--- src/rtl/ps2_rx_fifo.sv ---
// PS/2 device-to-host receiver: de-glitched clock, 11-bit frame check, first-word-fall-through byte FIFO.
// Pulses come one cycle after the stop-bit edge and the byte is at the head a cycle later; a full FIFO drops the byte and sets overrun.
module ps2_rx_fifo #(
  parameter int FILTER_LEN  = 8,
  parameter int TIMEOUT_CYC = 5000,
  parameter int FIFO_DEPTH  = 4
) (
  input  logic       clk_ps2_rx,
  input  logic       reset_ps2_rx,
  input  logic       ps2d_ps2_rx,
  input  logic       ps2c_ps2_rx,
  input  logic       rx_en_ps2_rx,
  input  logic       rd_ps2_rx,
  output logic [7:0] dout_ps2_rx,
  output logic       empty_ps2_rx,
  output logic       rx_done_tick_ps2_rx,
  output logic       parity_err_ps2_rx,
  output logic       frame_err_ps2_rx,
  output logic       overrun_ps2_rx,
  output logic       busy_ps2_rx
);
  localparam int AW    = (FIFO_DEPTH > 1) ? $clog2(FIFO_DEPTH) : 1;
  localparam int TW    = (TIMEOUT_CYC > 2) ? $clog2(TIMEOUT_CYC) : 1;
  localparam int TLAST = TIMEOUT_CYC - 1;
  localparam logic [TW-1:0] TIMER_MAX = TLAST[TW-1:0];
  localparam logic [AW:0]   FULL_CNT  = FIFO_DEPTH[AW:0];

  typedef enum logic [1:0] {IDLE, DATA, CHECK} state_t;

  state_t                state, state_nxt;
  logic [FILTER_LEN-1:0] filt_reg;
  logic                  filt_clk, filt_clk_nxt, fall_edge;
  logic [10:0]           b, b_nxt;
  logic [3:0]            n, n_nxt;
  logic [TW-1:0]         timer, timer_nxt;
  logic                  frame_ok;
  logic [7:0]            mem [FIFO_DEPTH];
  logic [AW-1:0]         rd_ptr, wr_ptr;
  logic [AW:0]           count;
  logic                  rd_do, wr_do, full_eff;

  // Filtered clock only moves once the whole window agrees; otherwise it holds.
  always_comb begin
    filt_clk_nxt = filt_clk;
    if (&filt_reg)
      filt_clk_nxt = 1'b1;
    else if (~|filt_reg)
      filt_clk_nxt = 1'b0;
  end

  assign fall_edge = filt_clk & ~filt_clk_nxt;

  always_ff @(posedge clk_ps2_rx) begin
    if (reset_ps2_rx) begin
      filt_reg <= '0;
      filt_clk <= 1'b0;
      state    <= IDLE;
      b        <= '0;
      n        <= '0;
      timer    <= '0;
    end else begin
      filt_reg <= {ps2c_ps2_rx, filt_reg[FILTER_LEN-1:1]};
      filt_clk <= filt_clk_nxt;
      state    <= state_nxt;
      b        <= b_nxt;
      n        <= n_nxt;
      timer    <= timer_nxt;
    end
  end

  always_comb begin
    state_nxt         = state;
    b_nxt             = b;
    n_nxt             = n;
    timer_nxt         = timer;
    frame_err_ps2_rx  = 1'b0;
    parity_err_ps2_rx = 1'b0;
    frame_ok          = 1'b0;
    case (state)
      IDLE: begin
        if (fall_edge && rx_en_ps2_rx) begin
          b_nxt     = {ps2d_ps2_rx, b[10:1]};
          n_nxt     = 4'd9;
          timer_nxt = '0;
          state_nxt = DATA;
        end
      end
      DATA: begin
        if (fall_edge) begin
          b_nxt     = {ps2d_ps2_rx, b[10:1]};
          timer_nxt = '0;
          if (n == 4'd0)
            state_nxt = CHECK;
          else
            n_nxt = n - 4'd1;
        end else if (timer == TIMER_MAX) begin
          frame_err_ps2_rx = 1'b1;
          state_nxt        = IDLE;
        end else begin
          timer_nxt = timer + 1'b1;
        end
      end
      CHECK: begin
        state_nxt = IDLE;
        if (b[0] || !b[10])
          frame_err_ps2_rx = 1'b1;
        else if (^b[9:1] != 1'b1)
          parity_err_ps2_rx = 1'b1;
        else
          frame_ok = 1'b1;
      end
      default: state_nxt = IDLE;
    endcase
  end

  // A pop in the CHECK cycle frees the slot the new byte lands in.
  assign rd_do               = rd_ps2_rx && (count != '0);
  assign full_eff            = (count == FULL_CNT) && !rd_do;
  assign wr_do               = frame_ok && !full_eff;
  assign rx_done_tick_ps2_rx = wr_do;
  assign empty_ps2_rx        = (count == '0);
  assign dout_ps2_rx         = empty_ps2_rx ? 8'h00 : mem[rd_ptr];
  assign busy_ps2_rx         = (state != IDLE);

  always_ff @(posedge clk_ps2_rx) begin
    if (wr_do)
      mem[wr_ptr] <= b[8:1];
  end

  always_ff @(posedge clk_ps2_rx) begin
    if (reset_ps2_rx) begin
      rd_ptr         <= '0;
      wr_ptr         <= '0;
      count          <= '0;
      overrun_ps2_rx <= 1'b0;
    end else begin
      if (wr_do)
        wr_ptr <= wr_ptr + 1'b1;
      if (rd_do)
        rd_ptr <= rd_ptr + 1'b1;
      case ({wr_do, rd_do})
        2'b10:   count <= count + 1'b1;
        2'b01:   count <= count - 1'b1;
        default: count <= count;
      endcase
      if (frame_ok && full_eff)
        overrun_ps2_rx <= 1'b1;
      else if (rd_ps2_rx)
        overrun_ps2_rx <= 1'b0;
    end
  end

endmodule

--- config.mk ---
export PLATFORM = sky130hd
export DESIGN_NAME = ps2_rx_fifo
export DESIGN_NICKNAME = d
export VERILOG_FILES = /design/src/rtl/ps2_rx_fifo.sv
export SDC_FILE = /design/constraint.sdc
export NUM_CORES = 1
export LEC_CHECK = 0
export BUFFER_PORTS_ARGS = -buffer_cell sky130_fd_sc_hd__buf_4
export CAP_MARGIN = 20
export CORE_MARGIN = 5
export CORE_UTILIZATION = 45
export DETAILED_ROUTE_END_ITERATION = 10
export PLACE_DENSITY_LB_ADDON = 0.05
export SLEW_MARGIN = 10
export SYNTH_ARGS = -nofsm -noshare
export SYNTH_HDL_FRONTEND = slang
export SYNTH_SLANG_ARGS = --single-unit
--- constraint.sdc ---
create_clock -name clk_ps2_rx -period 4.4 [get_ports clk_ps2_rx]
set_input_delay 0.22 -clock clk_ps2_rx [delete_from_list [all_inputs] [get_ports clk_ps2_rx]]
set_output_delay 0.22 -clock clk_ps2_rx [all_outputs]
set_load 0.01 [all_outputs]
======== After elaboration in Yosys (flattened, before gate mapping) ========
Memory sizes are Yosys's and may differ from the RTL's. A register that Yosys moved wholly into a read port is not among the register bits.
Cells that the tools add are included.
word-level totals
  input bits .............................. 6
  memories kept ........................... 1
  word-level logic and storage cells ...... 91
  bits in latches ......................... 0
  output and inout port bits .............. 14
  memory bits (read-only) ................. 0
  RAM bits ................................ 32
  register bits after elaboration ......... 47
operators by class
  divide/modulo/power cells ............... 0
  bitwise gates (word level) .............. 2
  shifts and indexed selects .............. 0
  equal/unequal tests ..................... 12
  reductions and logical operators ........ 24
  add/subtract/negate cells ............... 6
  $lt $le $gt $ge ......................... 0
  multipliers ............................. 0
  multiplexer cells ....................... 36
memory list
  memory  words  bits a word  rd ports  clocked after memory_dff  wr ports  RTL line  text
  mem     4      8            1         1                         1         37        logic [7:0] mem [FIFO_DEPTH];
operator list
  kind                                                             count
  13-bit 2-to-1 mux                                                3
  13-bit case mux with 2 select lines                              1
  11-bit 2-to-1 mux                                                2
  11-bit case mux with 2 select lines                              1
  1-bit 2-to-1 mux                                                 15
  13-bit by 1-bit adder with 13-bit output, second input constant  1
  13-bit == test, second input constant                            1
  2-bit 2-to-1 mux                                                 6
  4-bit 2-to-1 mux                                                 3
  3-bit != test, second input constant                             3
  3-bit AND reduction                                              3
  9-bit XOR reduction                                              1
  8-bit 2-to-1 mux                                                 1
  4-bit case mux with 2 select lines                               1
  8-bit AND reduction                                              1
  2-bit nonzero test                                               4
  8-bit OR reduction                                               1
  2-bit != test, second input constant                             3
  3-bit case mux with 2 select lines                               1
  1-bit logical AND                                                5
  2-bit by 1-bit adder with 2-bit output, second input constant    2
  2-bit by 1-bit == test with 1-bit output, second input constant  2
  2-bit == test, second input constant                             2
  4-bit logical NOT                                                1
  other kinds (14)                                                 16

======== Depth between registers and ports, before layout ========
Gate-level depths: netlist of run 1.
  depth after elaboration ................. 8
  gate-level depth with buffers ........... 10
  depth with buffers taken out ............ 10

======== Least setup slack after synthesis of run 1 ========
Ideal clock, no wire load.
  kind .................................... reg-to-reg
  start ................................... reg count[1]
  end ..................................... reg count[2]
  setup time .............................. 0.123 ns
  arrival time ............................ 2.392 ns
  buffers on the path ..................... 1
  period minus slack after synthesis ...... 2.516 ns
  data required time ...................... 4.277 ns
  stages on the path, launching flop included .. 9
  path slack .............................. 1.884 ns
  path through ............................ dfxtp_1 -> nor3_1 -> nand2b_1 -> buf_2 -> nor2_1 -> fa_1 -> nor3_2 -> a31oi_1 -> mux2_1
on the way
  longest elaborated chain between the ends .. 8
  elaborated cells between the ends (all ways) .. 13
  those cells by class .................... add/sub (2); eq/ne (3); mux (1); reduce/logical (7)
RTL lines
  element                                                                           RTL line  text
  start, declared                                                                   39        logic [AW:0] count;
  start signal, assigned                                                            142       2'b10: count <= count + 1'b1;
  start signal, assigned                                                            143       2'b01: count <= count - 1'b1;
  start signal, assigned                                                            144       default: count <= count;
  3-bit nonzero test                                                                117       assign rd_do = rd_ps2_rx && (count != '0);
  1-bit logical AND                                                                 117
  1-bit logical NOT                                                                 118       assign full_eff = (count == FULL_CNT) && !rd_do;
  1-bit logical AND                                                                 118
  1-bit logical NOT                                                                 119       assign wr_do = frame_ok && !full_eff;
  1-bit logical AND                                                                 119
  2-bit by 1-bit == test with 1-bit output / 2-bit == test (equally long branches)  141       case ({wr_do, rd_do})
  3-bit case mux with 2 select lines / 2-bit nonzero test (equally long branches)   -
Parallel ways exist; a longest one is shown, timed or not.
A chain may end at the register's enable or synchronous reset.

======== Worst setup path after layout of run 1 ========
  start ................................... reg timer[0]
  end ..................................... reg timer[1]
on the way
  longest elaborated chain between the ends .. 4
  elaborated cells between the ends (all ways) .. 7
  those cells by class .................... add/sub (1); eq/ne (2); mux (3); reduce/logical (1)
RTL lines
  element                                   RTL line  text
  start, declared                           35        logic [TW-1:0] timer, timer_nxt;
  start signal, assigned                    67        timer <= timer_nxt;
  13-bit by 1-bit adder with 13-bit output  100       timer_nxt = timer + 1'b1;
  13-bit 2-to-1 mux                         96        end else if (timer == TIMER_MAX) begin
  13-bit 2-to-1 mux                         89        if (fall_edge) begin
  13-bit case mux with 2 select lines       79        case (state)
Parallel ways exist; a longest one is shown, timed or not. The select of a mux whose other input is x is not followed.

==> out/results.txt, run 1 <==
FF+latch count, synth - 81
Most frequent cells in the layout - dfxtp_1 (49), nor2_1 (46), edfxtp_1 (32), buf_4 (20), nor2b_1 (18)
Max reg flops - 32
Hold EP - overrun_ps2_rx$_SDFFE_PP0P_
Critical path class - register to register
Peak supply drop - 166.9 uV
Mapped cell area - 3577 um^2
Die W - 99.16 um
Io pins - 20
CTS tree - built
Initial antenna violation count - 0
R2r endpoint - timer[1]$_SDFFE_PP0P_
Die area - 9833 um^2
Maximum capacitance violations - 0
Gr usage total - 13.68%
Yosys warnings - 0
Pwr Density - 442.4 nW/um^2
CTS H-tree depth - 3
Internal reg-to-reg setup slack - 1.85 ns
Final min period - 2.551 ns
Hold Fails Final Rpt - 0
Slew margin rel. - 41.45%
Final total negative setup slack - 0 ns
1st-pass router iterations - 4
Ys async rst share - 0%
Share of cells above drive strength 1 - 15.18%
RSZ-0062 raised after global routing - false
Post-CTS setup buffer count - 0
Nets - 347
Min Hold Slack - 0.03415 ns
Worst-path fanout max - 13
Final Util - 51.96%
Grt ovf - 0
Total power after layout - 1.776 mW
Core Area - 7727 um^2
Worst setup SP type - register
Worst slew pin tran - 0.8764 ns
Syn_nets - 329
Syn Area/Cell - 11.43 um^2
Initial Util - 46.29%
Final WL - 6.143 mm
Hold buffer count at cts - 0
Post-CTS Resized - 0
Worst Path Arrival - 2.78 ns
TritonCTS Sinks - 81
Fmax - 392.0 MHz
PortBufs - 19
Worst path max stage delay - 0.73 ns
Post-route ant nets - 0
Most common cell after layout, fill and taps aside - dfxtp_1
Number of stages on the worst hold path - 2
Ys flop type - dfxtp_1
Num CTS Buffers - 9
Post-detail-place hpwl - 4.095 mm
Mapped Cells - 313
Setup Viol. Count Final - 0
Number of global-route vias before repair - 2161
Post-Layout Cell Count - 438
Top reg by flops - mem
DRT iter0 DRCs - 58
# diodes - 0
Post-placement cell count - 422
Critical-path cell list - ha_1 -> nor4bb_1 -> nand3_1 -> o21bai_1 -> nand2_1 -> a41oi_1 -> nor2_1
Clock transition at path regs - 0.09 ns
Register-to-Register Path Depth - 7
# DRC - 0
Min-delay src - rd_ps2_rx
EDFF count, synth - 32
Regs by FF count - mem (32), timer (13), b (11)
Status - completed
Root Buffer - clkbuf_8
Crit path max-delay cell type - o21bai_1
Clock latency on the worst-skew pair - 0.36 ns
Hold crit path type - primary input to register
CTS Buffer Depth - 2
CP Capture Type - register
Via count - 2269
Critical path data required time - 4.63 ns
Rows - 32
Max Transition Viols Final - 0
Worst r2r src - timer[0]$_SDFFE_PP0P_
Placer congestion estimate - 0.7840
Clock skew - 0.01380 ns
Wire per inst - 14.03 um
First-pass GRT wire length - 10.52 mm
Synth unique cells - 50
Vias per cell - 5.180
Area delta synth->final - 12.24%
Largest net degree at the start of global routing - 39
Final period util - 57.97%
Die height - 99.16 um
Post-synthesis sequential area ratio - 54.28%
Leak pwr - 1.445 nW
[worst max path at each step]
stage | start | slack (ns) | to
5_1_grt | timer[0]$_SDFFE_PP0P_ | 1.53 | timer[1]$_SDFFE_PP0P_
4_1_cts | timer[0]$_SDFFE_PP0P_ | 1.85 | timer[1]$_SDFFE_PP0P_
3_3_place_gp | b[8]$_SDFFE_PP0P_ | 1.94 | count[2]$_SDFFE_PP0P_
6_report | timer[0]$_SDFFE_PP0P_ | 1.85 | timer[1]$_SDFFE_PP0P_
2_1_floorplan | count[1]$_SDFFE_PP0P_ | 1.88 | count[2]$_SDFFE_PP0P_
3_5_place_dp | timer[0]$_SDFFE_PP0P_ | 1.87 | timer[1]$_SDFFE_PP0P_
[cells in the mapped netlist, types with 7 or more instances]
library cell	number	area, um^2
clkbuf_1	7	26.28
xnor2_1	17	148.9
a21oi_1	15	75.07
inv_1	10	37.54
dfxtp_1	49	980.9
mux2i_1	12	120.1
nor2b_1	18	112.6
nor2_1	46	172.7
nand3_1	10	50.05
edfxtp_1	32	960.9
nand2_1	9	33.78
ha_1	9	112.6
mux4_2	8	180.2
[metrics by stage]
stage | area [um^2] | setup WS (ns)
3_5_place_dp | 3800 | 1.874
6_report | 4015 | 1.849
4_1_cts | 4015 | 1.850
2_1_floorplan | 3577 | 1.884
5_1_grt | 4015 | 1.533
3_3_place_gp | 3800 | 1.937
[critical path: cells and delay by family, from the launching register on]
kind,cells,cell delay (ns)
flops,1,0.43
simple gates,4,0.68
fa+ha+maj,1,0.32
compound gates,2,0.99
[kinds of logic (layout without fill, tap and decap cells)]
logic type | count (synthesis) | in the layout | share of synthesized area (%)
compound gates | 34 | 34 | 5.842
xor+xnor | 22 | 22 | 6.296
fa+ha+maj | 10 | 10 | 3.708
buf+inv | 24 | 47 | 2.693
flops | 81 | 81 | 54.28
mux | 24 | 24 | 10.14
simple gates | 118 | 118 | 17.03
[power breakdown]
group / internal [mW] / switching (mW) / total (mW) / leakage, nW
registers: 0.795 / 0.0407 / 0.836 / 0.644
logic: 0.182 / 0.164 / 0.346 / 0.690
clock network: 0.320 / 0.275 / 0.595 / 0.111
total: 1.30 / 0.480 / 1.78 / 1.45
[metal layers]
layer / up-vias / share of wire, % / GRT usage (%) / routed length [um]
li1: 1143 / - / - / -
met1: 1082 / 46 / 17.47 / 2851
met2: 32 / 48 / 21.75 / 2943
met3: 12 / 3.2 / 3.226 / 196
met4: 0 / 2.5 / 6.933 / 151
met5: - / 0 / 0 / 0
[layout make-up]
| cell class | instances | area [um^2] |
|---|---|---|
| Clock buffer | 9 | 123.9 |
| Multi-Input combinational cell | 208 | 1539 |
| Inverter | 11 | 41.29 |
| Tap cell | 102 | 127.6 |
| Clock inverter | 7 | 91.34 |
| Fill cell | 698 | 3712 |
| Timing Repair Buffer | 20 | 150.1 |
| Sequential cell | 81 | 1942 |
Power figures use the tool's default switching activity.
==> run 2, diff against run 1 <==
- clock period: 4.4 -> 2.31 ns (I/O delays scaled with it)
==> out/results.txt, run 2 (synthesis results as in run 1) <==
Register-to-Register Path Depth - 8 (was 7)
Final period util - 97.66% (was 57.97%)
Max Transition Viols Final - 0 (unchanged)
# diodes - 0 (unchanged)
R2r endpoint - count[2]$_SDFFE_PP0P_ (was timer[1]$_SDFFE_PP0P_)
CTS Buffer Depth - 2 (unchanged)
Io pins - 20 (unchanged)
Via count - 2275 (was 2269)
Post-detail-place hpwl - 4.258 mm (was 4.095 mm)
Placer congestion estimate - 0.7520 (was 0.7840)
# DRC - 0 (unchanged)
Worst slew pin tran - 0.5507 ns (was 0.8764 ns)
DRT iter0 DRCs - 60 (was 58)
Share of cells above drive strength 1 - 21.94% (was 15.18%)
Crit path depth - 8 (was 7)
CTS tree - built (unchanged)
# fillers - 681 (was 698)
Core Area - 7727 um^2 (unchanged)
Worst-path fanout max - 5 (was 13)
Critical path data required time - 2.55 ns (was 4.63 ns)
Final total negative setup slack - 0 ns (unchanged)
Critical path class - register to register (unchanged)
Rows - 32 (unchanged)
Slew margin rel. - 63.24% (was 41.45%)
Initial antenna violation count - 0 (unchanged)
Largest net degree at the start of global routing - 39 (unchanged)
Area of the multi-input gates - 1555 um^2 (was 1539 um^2)
Gr usage total - 13.56% (was 13.68%)
Sequential cell area - 1944 um^2 (was 1942 um^2)
Critical-path cell list - xnor3_4 -> nor2b_1 -> mux2_4 -> nor2_2 -> fa_2 -> nor3_2 -> a31oi_1 -> mux2_1 (was ha_1 -> nor4bb_1 -> nand3_1 -> o21bai_1 -> nand2_1 -> a41oi_1 -> nor2_1)
Fmax - 443.3 MHz (was 392.0 MHz)
Num CTS Buffers - 9 (unchanged)
Grt ovf - 0 (unchanged)
Post-route ant nets - 0 (unchanged)
Area delta synth->final - 18.29% (was 12.24%)
Delay-heaviest family, CP - multiplexers (was compound AO/OA/AOI/OAI gates)
Top reg by flops - mem (unchanged)
Hold crit path type - primary input to register (unchanged)
Max reg flops - 32 (unchanged)
Status - completed (unchanged)
TritonCTS Sinks - 81 (unchanged)
Leak pwr - 1.556 nW (was 1.445 nW)
CP Capture Type - register (unchanged)
Worst path max stage delay - 0.51 ns (was 0.73 ns)
Wire per inst - 13.45 um (was 14.03 um)
Worst r2r src - b[6]$_SDFFE_PP0P_ (was timer[0]$_SDFFE_PP0P_)
Root Buffer - clkbuf_8 (unchanged)
Pwr Density - 747.4 nW/um^2 (was 442.4 nW/um^2)
Regs by FF count - mem (32), timer (13), b (11) (unchanged)
First-pass GRT wire length - 10.52 mm (unchanged)
Final min period - 2.256 ns (was 2.551 ns)
Crit path buffers/inverters - 0 (unchanged)
Worst Path Arrival - 2.49 ns (was 2.78 ns)
Die area - 9833 um^2 (unchanged)
Peak supply drop - 338.6 uV (was 166.9 uV)
Worst setup SP type - register (unchanged)
Maximum capacitance violations - 0 (unchanged)
Final WL - 6.214 mm (was 6.143 mm)
Vias per cell - 4.924 (was 5.180)
Crit path max-delay cell type - xnor3_4 (was o21bai_1)
Most common cell after layout, fill and taps aside - dfxtp_1 (unchanged)
Internal reg-to-reg setup slack - 0.05 ns (was 1.85 ns)
Clock skew - 0.009812 ns (was 0.01380 ns)
Crit path to - count[2]$_SDFFE_PP0P_ (was timer[1]$_SDFFE_PP0P_)
Nets - 371 (was 347)
Post-Layout Cell Count - 462 (was 438)
Hold Fails Final Rpt - 0 (unchanged)
Initial Util - 46.29% (unchanged)
RSZ-0062 raised after global routing - true (was false)
Number of global-route vias before repair - 2130 (was 2161)
Clock transition at path regs - 0.08 ns (was 0.09 ns)
Clock latency on the worst-skew pair - 0.35 ns (was 0.36 ns)
Die height - 99.16 um (unchanged)
Total power after layout - 3.163 mW (was 1.776 mW)
Die W - 99.16 um (unchanged)
Most frequent cells in the layout - dfxtp_1 (47), nor2_1 (45), buf_4 (37), edfxtp_1 (32), nor2b_1 (18) (was dfxtp_1 (49), nor2_1 (46), edfxtp_1 (32), buf_4 (20), nor2b_1 (18))
PortBufs - 19 (unchanged)
Worst setup path startpoint - b[6]$_SDFFE_PP0P_ (was timer[0]$_SDFFE_PP0P_)
Post-placement cell count - 443 (was 422)
1st-pass router iterations - 4 (unchanged)
Setup Viol. Count Final - 0 (unchanged)
CTS H-tree depth - 3 (unchanged)
-- run 2: changes by cell type in the layout (fill, tap and decap cells not counted), moves of 2 or more --
cell / previous run / this run
dfxtp_2: 0 / 2
bufinv_16: 2 / 0
dfxtp_1: 49 / 47
buf_4: 20 / 37
buf_12: 0 / 4
clkinvlp_4: 0 / 2
dlygate4sd3_1: 0 / 3
-- run 2: per-layer routing --
layer | track usage, % | routed length (um) | up-vias
met5 | 0 | 0 | -
met4 | 6.723 | 136 | 0
met3 | 3.156 | 169 | 11
met2 | 20.61 | 2927 | 29
met1 | 18.21 | 2980 | 1051
li1 | - | - | 1184
-- run 2: report_power, final --
part           switching (mW)  internal (mW)
Clock                   0.526          0.396
Combinational           0.298          0.345
Sequential             0.0828           1.51
Total                   0.907           2.26
-- run 2: how the worst min path moves through the flow --
stage,from,to,depth (start not counted)
detailed placement,rd_ps2_rx,overrun_ps2_rx$_SDFFE_PP0P_,2
finish,rx_en_ps2_rx,state[0]$_SDFFE_PP0P_,4
floorplan,rd_ps2_rx,overrun_ps2_rx$_SDFFE_PP0P_,1
global route,rx_en_ps2_rx,state[0]$_SDFFE_PP0P_,4
CTS,rx_en_ps2_rx,state[0]$_SDFFE_PP0P_,4
global placement,rd_ps2_rx,overrun_ps2_rx$_SDFFE_PP0P_,2
-- run 2: final cells by class --
class | instances | share of cell area, %
sequential | 81 | 45.95
timing repair buffer | 44 | 9.166
clock buffer | 9 | 2.927
clock inverter | 7 | 1.212
tap | 102 | 3.016
inverter | 11 | 0.9758
multi-input combinational | 208 | 36.75
-- run 2: what timing repair did --
| action | CTS | global route |
|---|---|---|
| setup buffers | 0 | 0 |
| endpoints found under the setup margin | 0 | 3 |
| hold buffers | 3 | 0 |
| gates resized for setup | 0 | 4 |
| endpoints found under the hold margin | 3 | 0 |
-- run 2: through the flow --
| step | util (%) | area, um^2 | setup slack (ns) | hold WS (ns) |
|---|---|---|---|---|
| CTS | 54.60 | 4219 | 0.002181 | 0.1368 |
| finish | 54.76 | 4232 | 0.05395 | 0.1520 |
| detailed placement | 51.94 | 4014 | 0.03054 | 0.3150 |
| global placement | 51.94 | 4014 | 0.07313 | 0.3127 |
| global route | 54.76 | 4232 | -0.04261 | 0.1581 |
| floorplan | - | 3583 | 0.01722 | 0.1948 |
-- run 2: tightest hold or removal path: cells and delay by family --
kind,cells,cell delay (ns)
AND/OR/NAND/NOR,2,0.11
AO/OA/AOI/OAI,1,0.11
buffers and inverters,1,0.12
==> run 3, diff against run 2 <==
- ABC_AREA: not set -> 1
- SETUP_SLACK_MARGIN: not set -> 0.1
- clock period: 2.31 -> 2.1 ns (I/O delays scaled with it)
==> out/results.txt, run 3 <==
Leak pwr - 1.772 nW (was 1.556 nW)
Initial antenna violation count - 0 (unchanged)
Slew margin rel. - 71.28% (was 63.24%)
Post-detail-place hpwl - 5.264 mm (was 4.258 mm)
Status - completed (unchanged)
Hold crit path type - primary input to register (unchanged)
Final period util - 90.45%
Post-synthesis sequential area ratio - 50.82% (was 54.28%)
Post-placement cell count - 601 (was 443)
Post-synth top area cell - dfxtp_1 (unchanged)
First-pass GRT wire length - 12.60 mm (was 10.52 mm)
Nets - 526 (was 371)
Post-Layout Cell Count - 620 (was 462)
# diodes - 0 (unchanged)
Clock transition at path regs - 0.08 ns (about the same)
Top post-synthesis cells by count - nand2_1 (88), nor2_1 (74), inv_1 (57) (was dfxtp_1 (49), nor2_1 (46), edfxtp_1 (32))
Grt ovf - 0 (unchanged)
Min Hold Slack - 0.04010 ns (was 0.1520 ns)
Max reg flops - 32 (unchanged)
Ys flop type - dfxtp_1 (unchanged)
# DRC - 0 (unchanged)
Syn_nets - 490 (was 329)
Post-Synth Adder-Cell Area - 3.471% (was 3.708%)
Share of the synthesized area in the top cell type - 25.67% (was 27.42%)
CTS H-tree depth - 3 (unchanged)
Most frequent cells in the layout - nand2_1 (79), nor2_1 (74), inv_1 (53), a21oi_1 (41), buf_4 (39) (was dfxtp_1 (47), nor2_1 (45), buf_4 (37), edfxtp_1 (32), nor2b_1 (18))
Largest net degree at the start of global routing - 34 (was 39)
Pwr Density - 993.6 nW/um^2 (was 747.4 nW/um^2)
Via count - 2991 (was 2275)
Hold Fails Final Rpt - 0 (unchanged)
Post-Place Worst Slack - 0.1083 ns (was 0.03054 ns)
Max Transition Viols Final - 0 (unchanged)
Critical-path cell list - xnor2_1 -> nand3_1 -> nand2_1 -> nand2_1 -> nand2_2 -> buf_6 -> nand3_4 -> buf_4 -> inv_1 -> buf_4 (was xnor3_4 -> nor2b_1 -> mux2_4 -> nor2_2 -> fa_2 -> nor3_2 -> a31oi_1 -> mux2_1)
# fillers - 789 (was 681)
Regs by FF count - mem (32), timer (13), b (11) (unchanged)
Initial Util - 46.27% (was 46.29%)
Share of cells above drive strength 1 - 18.06% (was 21.94%)
Top reg by flops - mem (unchanged)
Compound-Gate Fraction of Synth Area - 10.35% (was 5.841%)
TritonCTS Sinks - 81 (unchanged)
Final min period - 1.899 ns
Yosys warnings - 0 (unchanged)
FF+latch count, synth - 81 (unchanged)
Most common cell after layout, fill and taps aside - nand2_1 (was dfxtp_1)
Number of global-route vias before repair - 2684 (was 2130)
DRT iter0 DRCs - 121 (was 60)
Largest family of logic cells by synthesized area - simple AND/OR/NAND/NOR gates (unchanged)
Worst path max stage delay - 0.36 ns (was 0.51 ns)
Num CTS Buffers - 9 (unchanged)
Synth unique cells - 26 (was 50)
Ys async rst share - 0% (unchanged)
Io pins - 20 (unchanged)
Most frequent cell after synthesis - nand2_1 (was dfxtp_1)
1st-pass router iterations - 4 (unchanged)
Final Util - 54.95% (was 54.76%)
Design area - 4538 um^2 (was 4232 um^2)
Post-route ant nets - 0 (unchanged)
PnR worst setup slack - 0.2006 ns (was 0.05395 ns)
Maximum capacitance violations - 0 (unchanged)
Area delta synth->final - 18.76% (was 18.29%)
Placer congestion estimate - 0.7933 (was 0.7520)
Mapped cell area - 3821 um^2 (was 3577 um^2)
CTS Buffer Depth - 2 (unchanged)
Critical path data required time - 2.00 ns (was 2.55 ns)
Total power after layout - 4.509 mW (was 3.163 mW)
Final total negative setup slack - 0 ns (unchanged)
Mux cell area share after synthesis - 0% (was 10.14%)
Wire per inst - 12.23 um (was 13.45 um)
Rows - 33 (was 32)
Worst Path Arrival - 1.79 ns (was 2.49 ns)
Fmax - 526.5 MHz
Crit path max-delay cell type - dfxtp_2 (was xnor3_4)
Worst slew pin tran - 0.4303 ns (was 0.5507 ns)
Root Buffer - clkbuf_8 (unchanged)
EDFF count, synth - 32 (unchanged)
Vias per cell - 4.824 (was 4.924)
Final WL - 7.581 mm (was 6.214 mm)
Die height - 102.2 um (was 99.16 um)
Clock latency on the worst-skew pair - 0.35 ns (about the same)
Mapped Cells - 474 (was 313)
Simple-Gate Fraction of Synth Area - 24.00% (was 17.03%)
Die W - 102.2 um (was 99.16 um)
Clock skew - 0.01218 ns (was 0.009812 ns)
Critical path class - register to output pin (was register to register)
Worst-path fanout max - 7 (was 5)
Gr usage total - 15.63% (was 13.56%)
RSZ-0062 raised after global routing - true (unchanged)
Worst setup SP type - register (unchanged)
PortBufs - 19 (unchanged)
Core Area - 8258 um^2 (was 7727 um^2)
CP Capture Type - output pin (was register)
Syn Area/Cell - 8.062 um^2 (was 11.43 um^2)
Placement Cell Area - 4161 um^2 (was 4014 um^2)
Setup Viol. Count Final - 0 (unchanged)
Peak supply drop - 442.1 uV (was 338.6 uV)
Post-Synth XOR/XNOR Area - 3.667% (was 6.296%)
Synth top area cells - dfxtp_1 (26%), edfxtp_1 (25%), nand2_1 (8.6%) (was dfxtp_1 (27%), edfxtp_1 (27%), mux4_2 (5.0%))
CTS tree - built (unchanged)
Die area - 10430 um^2 (was 9833 um^2)
-- run 3: layout make-up --
| class | count | area, um^2 | share of cell area (%) |
|---|---|---|---|
| well taps | 105 | 131.4 | 2.895 |
| clock buffers | 11 | 131.4 | 2.895 |
| flip-flops and latches | 81 | 1958 | 43.15 |
| multi-input cells | 319 | 1654 | 36.45 |
| inverters | 58 | 221.5 | 4.880 |
| repair buffers | 41 | 314.1 | 6.920 |
| clock inverters | 5 | 127.6 | 2.812 |
-- run 3: where the power goes --
part | total [mW] | switching, mW | internal, mW
Combinational | 1.23 | 0.759 | 0.470
Clock | 1.45 | 0.544 | 0.911
Sequential | 1.83 | 0.0950 | 1.73
Total | 4.51 | 1.40 | 3.11
-- run 3: worst paths after layout --
path	start	to	slack, ns	depth (start not counted)
worst max-delay path	b[5]$_SDFFE_PP0P_	rx_done_tick_ps2_rx	0.20	10
worst min-delay path	rd_ps2_rx	overrun_ps2_rx$_SDFFE_PP0P_	0.04	4
worst max register to register	b[5]$_SDFFE_PP0P_	count[1]$_SDFFE_PP0P_	0.23	11
worst min register to register	filt_reg[7]$_SDFF_PP0_	filt_reg[6]$_SDFF_PP0_	0.45	2
-- run 3: metal layers --
layer | up-vias | share of wire, % | GRT usage, %
li1 | 1603 | - | -
met1 | 1355 | 49 | 19.91
met2 | 29 | 47 | 25.79
met3 | 4 | 2.9 | 4.505
met4 | 0 | 0.54 | 4.844
met5 | - | 0 | 0
-- run 3: cells by family after synthesis --
kind of cell    Yosys count
compound gates           74
xor+xnor                 16
fa+ha+maj                10
buf+inv                  74
flops                    81
simple gates            219
-- run 3: critical path: cells and delay by family (launching register included) --
| family | cells | cell delay, ns |
|---|---|---|
| buf+inv | 4 | 0.43 |
| xor+xnor | 1 | 0.21 |
| simple gates | 5 | 0.44 |
| flops | 1 | 0.36 |
-- run 3: what timing repair did --
action | CTS | global route
endpoints found under the hold margin | 1 | 0
gates resized for setup | 12 | 25
buffers inserted | 0 | 2
endpoints found under the setup margin | 3 | 15
hold buffers | 1 | 0
pin swaps | 0 | 11
